===== src/rtl/wb_commit_queue.sv =====
// ============================================================================
//  Module   : wb_commit_queue
//  Purpose  : In-order writeback commit queue feeding the register-file write
//             port, with a combinational youngest-match bypass lookup.
//  Revision : 1.0
// ============================================================================
`default_nettype none

module wb_commit_queue #(
  parameter int DEPTH = 4,
  parameter int AW    = 5,
  parameter int DW    = 32,
  parameter int PW    = 4
) (
  input  logic                     clk_i,
  input  logic                     reset_n,
  input  logic                     wb_valid_i,
  output logic                     wb_ready_o,
  input  logic [AW-1:0]            wb_addr_i,
  input  logic [DW-1:0]            wb_data_i,
  input  logic [PW-1:0]            wb_pos_i,
  input  logic                     drain_en_i,
  input  logic                     flush_i,
  output logic                     RegWrite_o,
  output logic [AW-1:0]            RDaddr_o,
  output logic [DW-1:0]            RDdata_o,
  output logic [PW-1:0]            is_pos_o,
  input  logic [AW-1:0]            lk_addr_i,
  output logic                     lk_hit_o,
  output logic [DW-1:0]            lk_data_o,
  output logic [PW-1:0]            lk_pos_o,
  output logic [$clog2(DEPTH):0]   count_o,
  output logic                     empty_o
);

  localparam int PTRW = $clog2(DEPTH);
  localparam int CW   = PTRW + 1;

  logic [AW-1:0]    addr_q [DEPTH];
  logic [DW-1:0]    data_q [DEPTH];
  logic [PW-1:0]    pos_q  [DEPTH];
  logic [DEPTH-1:0] valid_q, valid_d;
  logic [PTRW-1:0]  wr_ptr_q, wr_ptr_d;
  logic [PTRW-1:0]  rd_ptr_q, rd_ptr_d;
  logic [CW-1:0]    count_q, count_d;

  logic full_w, empty_w, push_w, pop_w;

  assign full_w  = (count_q == CW'(DEPTH));
  assign empty_w = (count_q == '0);
  // Flush wins over both sides, so neither push nor pop fires in that cycle.
  assign push_w  = wb_valid_i & ~full_w & ~flush_i;
  assign pop_w   = ~empty_w & drain_en_i & ~flush_i;

  always_comb begin
    valid_d  = valid_q;
    wr_ptr_d = wr_ptr_q;
    rd_ptr_d = rd_ptr_q;
    count_d  = count_q;
    if (flush_i) begin
      valid_d  = '0;
      wr_ptr_d = '0;
      rd_ptr_d = '0;
      count_d  = '0;
    end else begin
      if (pop_w) begin
        valid_d[rd_ptr_q] = 1'b0;
        rd_ptr_d          = rd_ptr_q + PTRW'(1);
      end
      if (push_w) begin
        valid_d[wr_ptr_q] = 1'b1;
        wr_ptr_d          = wr_ptr_q + PTRW'(1);
      end
      case ({push_w, pop_w})
        2'b10:   count_d = count_q + CW'(1);
        2'b01:   count_d = count_q - CW'(1);
        default: count_d = count_q;
      endcase
    end
  end

  always_ff @(posedge clk_i or negedge reset_n) begin
    if (!reset_n) begin
      valid_q  <= '0;
      wr_ptr_q <= '0;
      rd_ptr_q <= '0;
      count_q  <= '0;
    end else begin
      valid_q  <= valid_d;
      wr_ptr_q <= wr_ptr_d;
      rd_ptr_q <= rd_ptr_d;
      count_q  <= count_d;
    end
  end

  // Payload needs no reset: it is only observed through valid/count.
  always_ff @(posedge clk_i) begin
    if (push_w) begin
      addr_q[wr_ptr_q] <= wb_addr_i;
      data_q[wr_ptr_q] <= wb_data_i;
      pos_q[wr_ptr_q]  <= wb_pos_i;
    end
  end

  assign wb_ready_o = ~full_w;
  assign empty_o    = empty_w;
  assign count_o    = count_q;
  assign RegWrite_o = pop_w;
  assign RDaddr_o   = empty_w ? '0 : addr_q[rd_ptr_q];
  assign RDdata_o   = empty_w ? '0 : data_q[rd_ptr_q];
  assign is_pos_o   = empty_w ? '0 : pos_q[rd_ptr_q];

  // Walk from oldest to youngest so the last match seen is the youngest.
  always_comb begin
    logic [PTRW-1:0] idx;
    lk_hit_o  = 1'b0;
    lk_data_o = '0;
    lk_pos_o  = '0;
    idx       = '0;
    for (int i = 0; i < DEPTH; i++) begin
      idx = rd_ptr_q + PTRW'(i);
      if (valid_q[idx] && (addr_q[idx] == lk_addr_i)) begin
        lk_hit_o  = 1'b1;
        lk_data_o = data_q[idx];
        lk_pos_o  = pos_q[idx];
      end
    end
  end

endmodule

`default_nettype wire


===== config.mk =====
export PLATFORM = sky130hd
export DESIGN_NAME = wb_commit_queue
export DESIGN_NICKNAME = d
export VERILOG_FILES = /design/src/rtl/wb_commit_queue.sv
export SDC_FILE = /design/constraint.sdc
export NUM_CORES = 1
export LEC_CHECK = 0
export ABC_AREA = 1
export CAP_MARGIN = 25
export CORE_ASPECT_RATIO = 1.1
export CORE_MARGIN = 1.5
export CORE_UTILIZATION = 43
export DETAILED_ROUTE_END_ITERATION = 8
export GPL_TIMING_DRIVEN = 0
export SYNTH_ARGS = -nofsm -noshare
export SYNTH_HDL_FRONTEND = slang
export SYNTH_SLANG_ARGS = --single-unit

===== constraint.sdc =====
create_clock -name clk_i -period 3.8 [get_ports clk_i]
set_clock_uncertainty 0.05 [all_clocks]
set_input_delay 0.38 -clock clk_i [delete_from_list [all_inputs] [get_ports clk_i]]
set_output_delay 0.38 -clock clk_i [all_outputs]
set_load 0.03 [all_outputs]

# Word-level counts from Yosys, hierarchy flattened
# Memories as Yosys holds them, arrays and structs flattened.
# Index checks and enable logic that the tools add are counted.
dict set report classes {
  n_mux 39
  n_lt_le_gt_ge 7
  reduce_logical 10
  add_sub_neg 6
  shift 0
  n_eq_ne 7
  div 0
  n_mul 0
  n_bitwise 10
}
# cell count
set ops {}
lappend ops {{2-to-1 mux 32 bit} 5}
lappend ops {{2-to-1 mux 4 bit} 9}
lappend ops {{== test 5 bit} 4}
lappend ops {{< comparator 2 x 3 -> 1 bit, second input constant} 5}
lappend ops {{2-to-1 mux 1 bit} 12}
lappend ops {{binary-select mux 1 bit (select 2 bit)} 4}
lappend ops {{2-to-1 mux 2 bit} 4}
lappend ops {{logical AND 1 bit} 6}
lappend ops {{case mux 3 bit (2 select lines)} 1}
lappend ops {{2-to-1 mux 5 bit} 1}
lappend ops {{adder 2 x 1 -> 2 bit, second input constant} 2}
lappend ops {{adder 2 bit, second input constant} 2}
lappend ops {{bitwise AND 1 bit} 4}
lappend ops {{bitwise AND 4 bit} 1}
lappend ops {{demux 1 bit (select 2 bit)} 2}
lappend ops {{>= comparator 2 x 1 -> 1 bit, second input constant} 2}
lappend ops {{inverter 4 bit} 1}
lappend ops {{OR 4 bit} 1}
lappend ops {{nonzero test 2 bit} 2}
lappend ops {{adder 3 x 1 -> 3 bit, second input constant} 1}
lappend ops {{== test 3 bit, second input constant} 1}
lappend ops {{zero test 3 bit} 1}
lappend ops {{2-to-1 mux 3 bit} 1}
lappend ops {{inverter 1 bit} 3}
lappend ops {{4 further kinds} 4}
dict set report word_totals {
  wordCells 86
  romBits 0
  latch_bits 0
  inputBits 51
  ff_bits 11
  out_inout_bits 84
  mem_bits_rw 164
  mem_count 3
}
# name words word_bits rd rd_ports_with_merged_regs write_ports line
set memory_table {}
lappend memory_table {data_q 4 32 4 0 1 40} ;# logic [DW-1:0] data_q [DEPTH];
lappend memory_table {addr_q 4 5 4 0 1 39} ;# logic [AW-1:0] addr_q [DEPTH];
lappend memory_table {pos_q 4 4 4 0 1 41} ;# logic [PW-1:0] pos_q [DEPTH];

# Longest topological paths before layout
# Gate-level depths: netlist (run 1).
dict set report depth {
  word_depth 11
  mapped_depth 20
  mapped_depth_nobuf 14
}

# Least setup slack after synthesis (run 1)
# No wires, ideal clock.
dict set report synth_path {
  path_kind {register to register}
  startpoint {register count_q[0], in the netlist count_o[0]}
  endpoint {memory addr_q[0][0], enable pin}
  path_buffers 0
  setup_ns 0.441
  period_less_slack_ns 3.607
  arrival_time_ns 3.116
  t_required_ns 3.309
  setup_slack_ns 0.193
  path_stages_with_launch 7
  cell_sequence {dfrtp_1 > inv_1 > nand3_1 > nand2_1 > nor2_1 > inv_1 > nor2_1}
}
dict set report synth_between {
  elab_chain_len 6
}
# element line
set synth_rtl {}
lappend synth_rtl {{start: declaration} 45} ;# logic [CW-1:0] count_q, count_d;
lappend synth_rtl {{start signal: assignment} 92} ;# count_q <= count_d;
lappend synth_rtl {{== test 3 bit} 49} ;# assign full_w = (count_q == CW'(DEPTH));
lappend synth_rtl {{inverter 1 bit} -}
lappend synth_rtl {{named net wb_ready_o} 18} ;# output logic wb_ready_o,
lappend synth_rtl {{bitwise AND 1 bit (2 in a row)} 52} ;# assign push_w = wb_valid_i & ~full_w & ~flush_i;
lappend synth_rtl {{2-to-1 mux 1 bit} 98} ;# if (push_w) begin
lappend synth_rtl {{2-to-1 mux 1 bit (not written as such)} 99} ;# addr_q[wr_ptr_q] <= wb_addr_i;
lappend synth_rtl {{end: declaration} 39}
# The timed path passes the listed nets, and every way through them passes these cells.

# Worst setup path after layout (run 1)
dict set report layout_path {
  startpoint {register rd_ptr_q[1]}
  endpoint {output lk_hit_o}
}
dict set report layout_between {
  elab_chain_len 7
  elab_cells_between_ends 24
  classes_between {add/sub (3); eq/ne (4); mux (12); reduce/logical (4); memory (1)}
}
# element line
set layout_rtl {}
lappend layout_rtl {{start: declaration} 44} ;# logic [PTRW-1:0] rd_ptr_q, rd_ptr_d;
lappend layout_rtl {{start signal: assignment} 91} ;# rd_ptr_q <= rd_ptr_d;
lappend layout_rtl {{adder 2 x 1 -> 2 bit (tied with other cells)} 121} ;# idx = rd_ptr_q + PTRW'(i);
lappend layout_rtl {{memory (4 x 5 bit) (tied with other cells)} -}
lappend layout_rtl {{== test 5 bit (tied with other cells)} 122} ;# if (valid_q[idx] && (addr_q[idx] == lk_addr_i)) begin
lappend layout_rtl {{logical AND 1 bit / 2-to-1 mux 1 bit (equally long branches)} 122}
lappend layout_rtl {{2-to-1 mux 1 bit (2 in a row)} 122}
lappend layout_rtl {{2-to-1 mux 1 bit (*)} 122}
lappend layout_rtl {{end: declaration} 29} ;# output logic lk_hit_o,
# Every way passes the cells marked *; elsewhere a longest branch is shown, timed or not. The select of a mux whose other input is x is not followed.

==> results of run 1 <==
==> state kept, by name (all words and copies together), names as in the netlist <==
signal and flops:
addr_q 20, wr_ptr_q 2, pos_q 16, count_o 3
valid_q 4, rd_ptr_q 2, data_q 128
==> cell usage after synthesis, types with 2 or more instances <==
cell type  count
a31o_2         4
buf_1          7
buf_2         36
buf_4          6
buf_6         13
clkbuf_1      36
dfrtp_1       11
edfxtp_1     164
ha_1           8
inv_1        130
inv_2          3
mux2i_1       36
nand2_1      443
nand2_2        2
nand3_1       50
nand3b_1      35
nor2_1       271
nor2_4         5
o211ai_1       7
o21ai_0      214
o21ai_1       53
xor2_1         3
==> logic make-up after synthesis <==
group                    after synthesis  synth area share [%]
AO/OA/AOI/OAI                        282                 12.62
buffers and inverters                232                 9.001
XOR/XNOR                               4                0.3037
multiplexers                          36                 3.123
AND/OR/NAND/NOR                      812                 28.84
adder cells (fa/ha/maj)                9                 1.041
flip-flops                           175                 45.07
==> repair_timing <==
action	4_1_cts	5_1_grt
cloned	2	3
gates resized for setup	251	141
setup endpoints to repair	38	46
buffers inserted	17	13
pin swaps	5	17
==> final cells by class <==
class	instances	area (µm²)	area share [%]
sequential	175	5201	34.96
multi-input combinational	1144	5505	37.00
buffer	97	740.7	4.979
tap	352	440.4	2.960
inverter	134	520.5	3.498
timing repair buffer	175	1908	12.82
clock inverter	13	132.6	0.8914
clock buffer	18	429.2	2.885
==> worst paths after layout <==
check	to	slack, ps	cells past startpoint
worst min-delay path	wr_ptr_q[0]	230	1
worst max-delay path	lk_hit_o	40	18
worst min register to register	valid_q[1]	470	1
worst max register to register	count_o[2]	1020	9
max in group asynchronous	rd_ptr_q[1]	3080	1
min in group clk_i	valid_q[1]	470	1
==> stage by stage <==
step | std cells | hold slack [ps] | util (%) | power (mW)
final | 2108 | 231.1 | 56.74 | 9.636
after detailed placement | 2043 | 457.2 | 51.56 | 7.407
after global placement | 2035 | 454.1 | 50.76 | 7.342
after floorplan | 1550 | 34.41 | - | 5.534
after global routing | 2108 | 285.7 | 56.74 | 10.11
after CTS | 2092 | 255.8 | 54.78 | 9.295
==> routing by layer <==
metal / up-vias / routed length, µm / track usage [%]
met3: 95 / 3434 / 3.632
met1: 5290 / 16530 / 37.40
li1: 5457 / - / -
met4: 0 / 1336 / 11.40
met2: 617 / 19030 / 46.72
met5: - / 0 / 0
==> power groups by stage <==
stage	registers, mW	clock network, mW	logic, mW
finish	2.29	1.72	5.62
global route	2.30	1.80	6.01
CTS	2.29	1.73	5.27
detailed placement	2.33	0	5.07
global placement	2.34	0	5.00
floorplan	2.35	0	3.19
==> cells in the final DEF, fill, tap and decap left out, types with 36 or more instances in the layout <==
cell / synthesis / layout
mux2i_1: 36 / 36
nand3_1: 50 / 48
edfxtp_1: 164 / 164
buf_6: 13 / 42
nand2_1: 443 / 426
o21ai_1: 53 / 51
buf_4: 6 / 37
clkdlybuf4s50_1: 0 / 89
inv_1: 130 / 130
o21ai_0: 214 / 214
nor2_1: 271 / 253
==> load_flow_metrics.sql, run 1 <==
INSERT INTO impl_metrics (metric_group, metric, value, unit) VALUES
('grt', 'gr-total-overflow', '0', ''),
('cts', 'cts_max_path_buffers', '2', ''),
('setup_path', 'critical_path.max_fanout', '10', ''),
('setup_path', 'setup.worst_path.start', 'rd_ptr_q[1]', ''),
('floorplanning', 'ios', '135', ''),
('sta', 'timing.final.max_slew_violations', '0', ''),
('setup_path', 'critical_path.n_buffers_inverters', '9', ''),
('sta', 'timing.final.crit_share', '99.03', '%'),
('outcome', 'run_status', 'finished, final reports clean', ''),
('drt', 'firstDrtPassIters', '6', ''),
('drt', 'routed_via_density', '5.436', ''),
('setup_path', 'cp.arrival', '3330', 'ps'),
('placed_design', 'portbufs', '133', ''),
('grt', 'grt_antenna_before_repair', '0', ''),
('setup_path', 'timing.critical_path.slowest_stage_cell', 'dfrtp_2', ''),
('synth', 'postSynthAreaPerCell', '7.443', 'µm²'),
('pwr', 'share_seq_of_total_power', '23.8', '%'),
('synth', 'post_synth_design_cell_area', '11540', 'µm²'),
('synth', 'async_flop_share', '6.286', '%'),
('floorplanning', 'die_height', '174.8', 'µm'),
('synth', 'synth_top_cell_area_share', '42.69', '%'),
('drt', 'post_drt_wl_per_cell', '19.13', 'µm'),
('sta', 'count_of_final_setup_violators', '0', ''),
('sta', 'postLayoutSetupSlackWorst', '36.84', 'ps'),
('pwr', 'netSwitchingPower', '4.512', 'mW'),
('drt', 'remaining_drc_errors', '0', ''),
('cts', 'cts_tree', 'done', ''),
('grt', 'grt_max_degree', '25', ''),
('drt', 'postRouteAntennaNets', '0', ''),
('setup_path', 'worst_path_dominant_cell_family', 'buffers and inverters', ''),
('sta', 'min_period', '3763', 'ps'),
('final_layout', 'area_delta_synth_final', '28.96', '%'),
('final_layout', 'fillerInstances', '2485', ''),
('synth', 'synth-seq-cells', '175', ''),
('sta', 'hold_viol', '0', ''),
('setup_path', 'delay_of_the_slowest_cell_on_the_worst_path', '420', 'ps'),
('synth', 'synth.yosys.warnings', '0', ''),
('final_layout', 'layout-drive-gt1-share', '13.38', '%'),
('pwr', 'internal_portion_of_total_power', '5.125', 'mW'),
('pwr', 'clock_network_fraction_of_total_power', '17.9', '%'),
('floorplanning', 'die_width', '159.2', 'µm'),
('synth', 'postSynthNetCount', '1610', ''),
('synth', 'yosys-top-cells-area', 'edfxtp_1 (43%), nand2_1 (14%), o21ai_0 (9.3%)', ''),
('placed_design', 'hpwl', '26930', 'µm'),
('sta', 'worst_pin_slew', '903.3', 'ps'),
('min_path', 'min_path_type', 'in2async', ''),
('setup_path', 'worstReg2RegStart', 'count_o[0]', ''),
('synth', 'synthesized_instance_count', '1550', ''),
('synth', 'dominantRegCellSynth', 'edfxtp_1', ''),
('drt', 'dr.first_iter.drc_count', '1221', ''),
('sta', 'worst_slew_margin_relative_to_its_limit', '39.63', '%'),
('setup_path', 'cp_launch_type', 'flip-flop', ''),
('final_layout', 'antenna_cells_inserted', '0', ''),
('pwr', 'combPwrFrac', '58.3', '%'),
('cts', 'insertion_delay', '440', 'ps'),
('synth', 'synth.yosys.seq_area_share', '45.07', '%'),
('setup_path', 'cp_data_required_time', '3370', 'ps'),
('floorplanning', 'num_rows', '62', ''),
('final_layout', 'finish.net_count', '1804', ''),
('setup_path', 'critical_path_class', 'reg2out', ''),
('placed_design', 'gp_routability_congestion', '0.8958', ''),
('drt', 'totalWireLength', '40330', 'µm'),
('cts', 'clkSinkCount', '175', ''),
('cts', 'total_clock_buffers_created_by_cts', '17', ''),
('cts', 'htreeDepth', '4', ''),
('cts', 'clock_tree.root_cell', 'clkbuf_16', ''),
('floorplanning', 'start_util', '44.00', '%'),
('sta', 'rsz_0062_raised_after_global_routing', 'yes', ''),
('sta', 'fmaxAchievable', '0.2657', 'GHz'),
('synth', 'synth_cell_type_count', '35', ''),
('sta', 'timing.setup.tns', '0', 'ps');
(Power assumes the default switching activity.)
==> run 2, diff against run 1 <==
--- a/config.mk
+++ b/config.mk
@@ -11,7 +11,7 @@
 export CORE_MARGIN = 1.5
 export CORE_UTILIZATION = 43
 export DETAILED_ROUTE_END_ITERATION = 8
-export GPL_TIMING_DRIVEN = 0
+export GPL_TIMING_DRIVEN = 1
 export SYNTH_ARGS = -nofsm -noshare
 export SYNTH_HDL_FRONTEND = slang
 export SYNTH_SLANG_ARGS = --single-unit
==> run 2 against run 1 <==
Against the previous run: combinational power fell by 18%; global-route usage down 5.8 points; sequential share of layout area increased by 3.2 points; highest routed layer unchanged; core utilization down 4.7 points; non-clock buffer count is 111 lower; sequential power barely moved; power shrank 11%; largest cell class unchanged; critical path type unchanged; register-to-register slack improved by 290 ps; die area stayed put; worst hold slack better by 21 ps; routed wire length shrank 24%; critical endpoint is now lk_pos_o[3]; critical path depth down 5.
==> load_flow_metrics.sql, run 2 (synthesis results as in run 1) <==
INSERT INTO impl_metrics (metric_group, metric, value, unit) VALUES
('pwr', 'internal_portion_of_total_power', '4.736', 'mW'),
('floorplanning', 'start_util', '44.00', '%'),
('final_layout', 'largest_register_ffs', '128', ''),
('cts', 'cts_hold_repair.buffers', '0', ''),
('floorplanning', 'dieArea', '27820', 'µm²'),
('cts', 'clkSinkCount', '175', ''),
('floorplanning', 'ios', '135', ''),
('drt', 'totalWireLength', '30500', 'µm'),
('final_layout', 'area_delta_synth_final', '18.24', '%'),
('pwr', 'pwr_density_cell', '628.8', 'nW/µm²'),
('cts', 'clkTransAtPathRegs', '70', 'ps'),
('min_path', 'min_path_type', 'in2async', ''),
('final_layout', 'fillerInstances', '2565', ''),
('drt', 'post_drt_wl_per_cell', '15.26', 'µm'),
('sta', 'timing.setup.tns', '0', 'ps'),
('drt', 'remaining_drc_errors', '0', ''),
('final_layout', 'final_cell_mix', 'nand2_1 (443), nor2_1 (267), o21ai_0 (214), edfxtp_1 (164), inv_1 (130)', ''),
('sta', 'worst_slew_margin_relative_to_its_limit', '59.05', '%'),
('pwr', 'share_seq_of_total_power', '26.7', '%'),
('grt', 'grt_util_all_layers', '22.34', '%'),
('pwr', 'clock_network_fraction_of_total_power', '19.3', '%'),
('pwr', 'power.share.switching', '44.79', '%'),
('grt', 'met3_usage', '2.397', '%'),
('cts', 'total_clock_buffers_created_by_cts', '17', ''),
('sta', 'worst_pin_slew', '614.3', 'ps'),
('grt', 'gr-total-overflow', '0', ''),
('sta', 'timing.final.crit_share', '93.35', '%'),
('sta', 'fmaxAchievable', '0.2819', 'GHz'),
('sta', 'fin_hold_ws', '252.0', 'ps'),
('grt', 'grt_antenna_before_repair', '2', ''),
('grt', 'gr-usage-met1', '27.41', '%'),
('pwr', 'netSwitchingPower', '3.842', 'mW'),
('final_layout', 'finish.net_count', '1692', ''),
('grt', 'top_usage_layer', 'met2', ''),
('sta', 'timing.final.max_slew_violations', '0', ''),
('grt', 'grt.met2_usage', '39.92', '%'),
('floorplanning', 'floorplan.core_area', '26220', 'µm²'),
('final_layout', 'layout-drive-gt1-share', '7.173', '%'),
('setup_path', 'critical_path_class', 'reg2out', ''),
('setup_path', 'critical_path.max_fanout', '17', ''),
('sta', 'hold_viol', '0', ''),
('grt', 'grt_max_degree', '159', ''),
('outcome', 'run_status', 'finished, final reports clean', ''),
('final_layout', 'largest-register', 'data_q', ''),
('cts', 'clock_tree.root_cell', 'clkbuf_16', ''),
('pwr', 'combPwrFrac', '54.0', '%'),
('cts', 'htreeDepth', '4', ''),
('cts', 'postCtsSetupRepairBufs', '0', ''),
('pwr', 'peak_supply_drop', '0.3505', 'mV'),
('drt', 'vias', '10170', ''),
('sta', 'count_of_final_setup_violators', '0', ''),
('final_layout', 'mostFrequentLayoutCell', 'nand2_1', ''),
('placed_design', 'hpwl', '18920', 'µm'),
('setup_path', 'worstSetupEndpointType', 'output port', ''),
('drt', 'dr.first_iter.drc_count', '608', ''),
('cts', 'cts_tree', 'done', ''),
('placed_design', 'portbufs', '134', ''),
('sta', 'min_period', '3547', 'ps'),
('floorplanning', 'num_rows', '62', ''),
('placed_design', 'gp_routability_congestion', '0.7985', ''),
('job', 'maxCapViolations', '0', ''),
('cts', 'cts_max_path_buffers', '2', ''),
('final_layout', 'largestRegisters', 'data_q: 128 flops, addr_q: 20 flops, pos_q: 16 flops', ''),
('setup_path', 'cp_data_required_time', '3370', 'ps'),
('sta', 'rsz_0062_raised_after_global_routing', 'no', ''),
('setup_path', 'cp_launch_type', 'flip-flop', ''),
('drt', 'postRouteAntennaNets', '0', ''),
('pwr', 'leakagePower', '5.877', 'nW'),
('drt', 'routed_via_density', '5.086', ''),
('grt', 'grt_pass1_vias', '9532', ''),
('grt', 'grt_first_pass_wirelength', '49000', 'µm'),
('cts', 'insertion_delay', '430', 'ps'),
('floorplanning', 'die_width', '159.2', 'µm'),
('floorplanning', 'die_height', '174.8', 'µm'),
('drt', 'firstDrtPassIters', '7', ''),
('setup_path', 'cp.arrival', '3120', 'ps');
-- run 2: changes by cell type in the layout (fill, tap and decap cells not counted), sizes merged --
cell | previous run | this run
buf | 135 | 62
clkbuf | 59 | 20
clkdlybuf4s50 | 89 | 98
clkinv | 5 | 6
diode | 0 | 2
dlymetal6s2s | 7 | 0
inv | 137 | 136
nand3 | 53 | 52
-- run 2: power groups by stage --
stage | Clock, mW | Combinational, mW | Sequential, mW
finish | 1.66 | 4.63 | 2.29
global route | 1.76 | 5.11 | 2.31
CTS | 1.69 | 4.62 | 2.29
detailed placement | 0 | 4.60 | 2.33
global placement | 0 | 4.56 | 2.33
floorplan | 0 | 3.19 | 2.35
-- run 2: repair_timing --
action	in CTS	in global routing
hold endpoints to repair	0	0
gates resized for setup	0	5
setup endpoints to repair	0	14
-- run 2: metal layers --
| layer | share of wire, % | up-vias |
|---|---|---|
| met3 | 3.4 | 48 |
| met2 | 49 | 226 |
| met4 | 2.7 | 0 |
| li1 | - | 5222 |
| met5 | 0 | - |
| met1 | 45 | 4670 |
-- run 2: final timing paths --
path	startpoint	endpoint	slack, ps	depth (start not counted)
max in group asynchronous	reset_n	rd_ptr_q[0]	3030	1
worst max-delay path	rd_ptr_q[0]	lk_pos_o[3]	250	13
worst max register to register	count_o[0]	data_q[0][3]	1310	7
worst min register to register	valid_q[3]	valid_q[3]	470	1
worst min-delay path	reset_n	wr_ptr_q[0]	250	1
min in group clk_i	valid_q[3]	valid_q[3]	470	1
-- run 2: area by class of cell --
cell class,count,area [µm²],area share (%)
tap,352,440.4,3.228
clock inverter,13,116.4,0.8530
antenna,2,5.005,0.03669
sequential,175,5204,38.15
timing repair buffer,161,1587,11.63
multi-input combinational,1143,5346,39.19
clock buffer,19,432.9,3.173
inverter,134,510.5,3.742
-- run 2: through the flow --
stage | power, mW | worst slack (ps) | instances | util (%) | area (µm²)
floorplan | 5.534 | 193.5 | 1550 | - | 11540
global placement | 6.895 | 703.2 | 1964 | 49.75 | 13050
detailed placement | 6.935 | 660.9 | 1964 | 49.75 | 13050
CTS | 8.603 | 197.4 | 1996 | 51.85 | 13590
global route | 9.181 | 38.33 | 1999 | 52.03 | 13640
finish | 8.578 | 252.9 | 1999 | 52.03 | 13640
-- run 2: worst max-delay path, stage by stage (launching register included) --
cell,delay (ps)
dfrtp_4,500
inv_4,120
ha_4,280
inv_4,180
nand3_1,120
nand3_1,80
nand2_1,50
nor2_1,250
nand3_2,160
nand3_1,100
nand3_1,70
nand2_1,60
nand2_1,90
clkdlybuf4s50_1,610
==> run 3, diff against run 2 <==
--- a/config.mk
+++ b/config.mk
@@ -5,7 +5,6 @@
 export SDC_FILE = /design/constraint.sdc
 export NUM_CORES = 1
 export LEC_CHECK = 0
-export ABC_AREA = 1
 export CAP_MARGIN = 25
 export CORE_ASPECT_RATIO = 1.1
 export CORE_MARGIN = 1.5
==> run 3 against run 2 <==
Against the previous run: power down 4.1%; fmax down 5.7%; first-iteration DRC count up 12%; clock-buffer cell count down 1; sequential share of layout area down 2.1 points; core utilization up 3.0 points; combinational power down 12%; die area up 0.38%; via count down 23%; routed wire length up 1.4%; largest cell class unchanged; largest power group unchanged.
==> load_flow_metrics.sql, run 3 <==
INSERT INTO impl_metrics (metric_group, metric, value, unit) VALUES
('pwr', 'pwr_density_cell', '568.8', 'nW/µm²'),
('placed_design', 'post-place-cells', '1192', ''),
('cts', 'insertion_delay', '430', 'ps'),
('drt', 'post_drt_wl_per_cell', '24.88', 'µm'),
('synth', 'async_flop_share', '6.286', '%'),
('synth', 'dominantRegCellSynth', 'edfxtp_1', ''),
('setup_path', 'r2r_cells', '8', ''),
('floorplanning', 'num_rows', '62', ''),
('synth', 'yosysMostFrequentCell', 'edfxtp_1', ''),
('sta', 'rsz_0062_raised_after_global_routing', 'yes', ''),
('sta', 'worst_slew_margin_relative_to_its_limit', '56.24', '%'),
('grt', 'grt_util_all_layers', '22.81', '%'),
('cts', 'clock_tree.root_cell', 'clkbuf_16', ''),
('synth', 'synth-seq-cells', '175', ''),
('synth', 'post_synth_design_cell_area', '11580', 'µm²'),
('outcome', 'run_status', 'finished, final reports clean', ''),
('final_layout', 'area_delta_synth_final', '24.86', '%'),
('job', 'maxCapViolations', '0', ''),
('setup_path', 'delay_of_the_slowest_cell_on_the_worst_path', '530', 'ps'),
('floorplanning', 'die_height', '175.1', 'µm'),
('synth', 'post_synth_most_frequent_cells', 'edfxtp_1 (164), mux4_2 (161), nand2_1 (78), nor2b_1 (40), buf_2 (35)', ''),
('sta', 'hold_viol', '0', ''),
('synth', 'postSynthAreaPerCell', '15.44', 'µm²'),
('final_layout', 'post-route-util', '54.99', '%'),
('min_path', 'min_path_type', 'in2async', ''),
('setup_path', 'worstReg2RegStart', 'count_o[0]', ''),
('sta', 'min_period', '3763', 'ps'),
('cts', 'total_clock_buffers_created_by_cts', '17', ''),
('sta', 'count_of_final_setup_violators', '0', ''),
('final_layout', 'largestRegisters', 'data_q: 128 flops, addr_q: 20 flops, pos_q: 16 flops', ''),
('cts', 'cts_max_path_buffers', '2', ''),
('sta', 'timing.final.max_slew_violations', '0', ''),
('final_layout', 'fillerInstances', '2101', ''),
('grt', 'grt_pass1_vias', '8178', ''),
('placed_design', 'hpwl', '19010', 'µm'),
('final_layout', 'largest-register', 'data_q', ''),
('drt', 'postRouteAntennaNets', '0', ''),
('setup_path', 'cp_launch_type', 'flip-flop', ''),
('cts', 'cts_tree', 'done', ''),
('placed_design', 'gp_routability_congestion', '0.8053', ''),
('pwr', 'leakagePower', '4.402', 'nW'),
('setup_path', 'cp.arrival', '3330', 'ps'),
('setup_path', 'reg2reg_slack', '1280', 'ps'),
('synth', 'synth_cell_type_count', '41', ''),
('drt', 'vias', '7838', ''),
('drt', 'totalWireLength', '30930', 'µm'),
('synth', 'synthDominantAreaCellType', 'edfxtp_1', ''),
('grt', 'grt_max_degree', '82', ''),
('final_layout', 'layout-drive-gt1-share', '38.88', '%'),
('synth', 'synthesized_instance_count', '750', ''),
('placed_design', 'portbufs', '134', ''),
('pwr', 'peak_supply_drop', '0.3959', 'mV'),
('sta', 'timing.final.crit_share', '99.02', '%'),
('floorplanning', 'ios', '135', ''),
('sta', 'fmaxAchievable', '0.2658', 'GHz'),
('synth', 'yosys-top-cells-area', 'edfxtp_1 (43%), mux4_2 (31%), nand2_1 (2.5%)', ''),
('cts', 'cts_hold_repair.buffers', '0', ''),
('grt', 'grt_antenna_before_repair', '2', ''),
('floorplanning', 'dieArea', '27930', 'µm²'),
('synth', 'synth.yosys.warnings', '0', ''),
('cts', 'clkSinkCount', '175', ''),
('setup_path', 'cp_data_required_time', '3370', 'ps'),
('drt', 'routed_via_density', '6.306', ''),
('synth', 'number_of_enable_type_register_cells_in_the_synthesized_netlist', '164', ''),
('final_layout', 'largest_register_ffs', '128', ''),
('cts', 'clkTransAtPathRegs', '70', 'ps'),
('drt', 'remaining_drc_errors', '0', ''),
('setup_path', 'critical_path.max_fanout', '13', ''),
('grt', 'grt_first_pass_wirelength', '48110', 'µm'),
('setup_path', 'worstSetupEndpointType', 'output port', ''),
('final_layout', 'final_cell_mix', 'edfxtp_1 (164), mux4_2 (161), clkdlybuf4s50_1 (97), nand2_1 (77), buf_4 (53)', ''),
('setup_path', 'critical_path_class', 'reg2out', ''),
('synth', 'synth_top_cell_area_share', '42.52', '%'),
('floorplanning', 'start_util', '44.04', '%'),
('floorplanning', 'floorplan.core_area', '26300', 'µm²'),
('final_layout', 'instances_no_fill', '1243', ''),
('setup_path', 'timing.critical_path.slowest_stage_cell', 'mux4_2', ''),
('setup_path', 'crit-reg2reg-capture', 'count_o[2]', ''),
('floorplanning', 'die_width', '159.5', 'µm'),
('setup_path', 'crit_chain', 'inv_2 > ha_4 > buf_8 > mux4_2 > xnor2_2 > o211ai_1 > clkbuf_16 > nor2_4 > buf_12 > a21boi_0 > o221ai_2 > buf_6', ''),
('sta', 'worst_pin_slew', '656.4', 'ps'),
('final_layout', 'finish.net_count', '938', ''),
('synth', 'synth.yosys.seq_area_share', '44.90', '%'),
('grt', 'gr-total-overflow', '0', ''),
('final_layout', 'mostFrequentLayoutCell', 'edfxtp_1', ''),
('drt', 'firstDrtPassIters', '5', ''),
('drt', 'dr.first_iter.drc_count', '682', ''),
('cts', 'htreeDepth', '4', ''),
('synth', 'postSynthNetCount', '810', '');
==> run 3: changes by cell type after synthesis, sizes merged, moves of 13 or more <==
cell and delta:
a21boi +31, clkbuf -13, inv -130, mux2i -18, mux4 +161, nand2 -367, nand3 -50, nand3b -35
nor2 -260, nor2b +40, o211ai +24, o21ai -262, o221ai +31, xnor2 +24
==> run 3: critical path, delay by kind of cell, from the launching register on <==
kind	cells	cell delay [ps]
buffers and inverters	5	740
AO/OA/AOI/OAI	3	540
multiplexers	1	530
flip-flops	1	420
adder cells (fa/ha/maj)	1	310
AND/OR/NAND/NOR	1	190
XOR/XNOR	1	140
==> run 3: worst max-delay path by stage <==
stage,start,endpoint,depth (start not counted)
2_1_floorplan,rd_ptr_q[1],lk_data_o[10],15
3_3_place_gp,rd_ptr_q[0],lk_pos_o[0],10
3_5_place_dp,rd_ptr_q[0],lk_pos_o[2],10
4_1_cts,rd_ptr_q[0],lk_data_o[25],9
5_1_grt,rd_ptr_q[0],lk_data_o[7],12
6_report,rd_ptr_q[0],lk_pos_o[2],12
==> run 3: cells by family (layout without fill, tap and decap cells) <==
logic type | count (synthesis) | count (layout) | synth area share [%]
mux | 182 | 182 | 33.15
flops | 175 | 175 | 44.90
simple gates | 162 | 162 | 7.011
compound gates | 115 | 115 | 8.329
buf+inv | 79 | 219 | 3.457
xor+xnor | 28 | 28 | 2.117
fa+ha+maj | 9 | 9 | 1.037
other cells | 0 | 1 | 0
==> run 3: power by group <==
| group | leakage (nW) | total (mW) | internal (mW) | switching, mW |
|---|---|---|---|---|
| registers | 1.63 | 2.39 | 2.27 | 0.126 |
| clock network | 0.283 | 1.75 | 0.980 | 0.772 |
| logic | 2.48 | 4.08 | 1.93 | 2.15 |
==> run 3: final cells by class <==
cell class	count	area [µm²]	share of cell area, %
clock buffer	18	429.2	2.968
antenna	1	2.502	0.01730
sequential	175	5207	36.01
multi-input combinational	496	6235	43.11
clock inverter	13	147.6	1.021
inverter	4	17.52	0.1211
tap	352	440.4	3.046
timing repair buffer	184	1982	13.70
==> run 3: per-layer routing <==
| layer | track usage (%) | wire length [µm] | up-vias |
|---|---|---|---|
| met3 | 4.510 | 1812 | 55 |
| met2 | 38.48 | 15710 | 291 |
| met4 | 8.530 | 819 | 2 |
| met5 | 0 | 13 | - |
| li1 | - | - | 3378 |
| met1 | 29.31 | 12570 | 4112 |
==> run 3: timing repair <==
item,4_1_cts,5_1_grt
endpoints found under the hold margin,0,0
cloned,4,1
setup endpoints to repair,46,37
gates resized for setup,21,22
setup buffers,12,4
pin swaps,6,7
==> run 3: per-stage QoR <==
stage	setup TNS, ps	hold slack [ps]	worst slack [ps]	area [µm²]	power (mW)
after global placement	0	518.5	226.3	13480	6.300
after detailed placement	0	532.8	181.1	13480	6.354
after CTS	0	231.7	4.658	14350	8.252
final	0	245.7	37.26	14460	8.225
after floorplan	-427.1	34.41	-21.35	11730	5.132
after global routing	-313.4	263.7	-60.42	14460	8.612
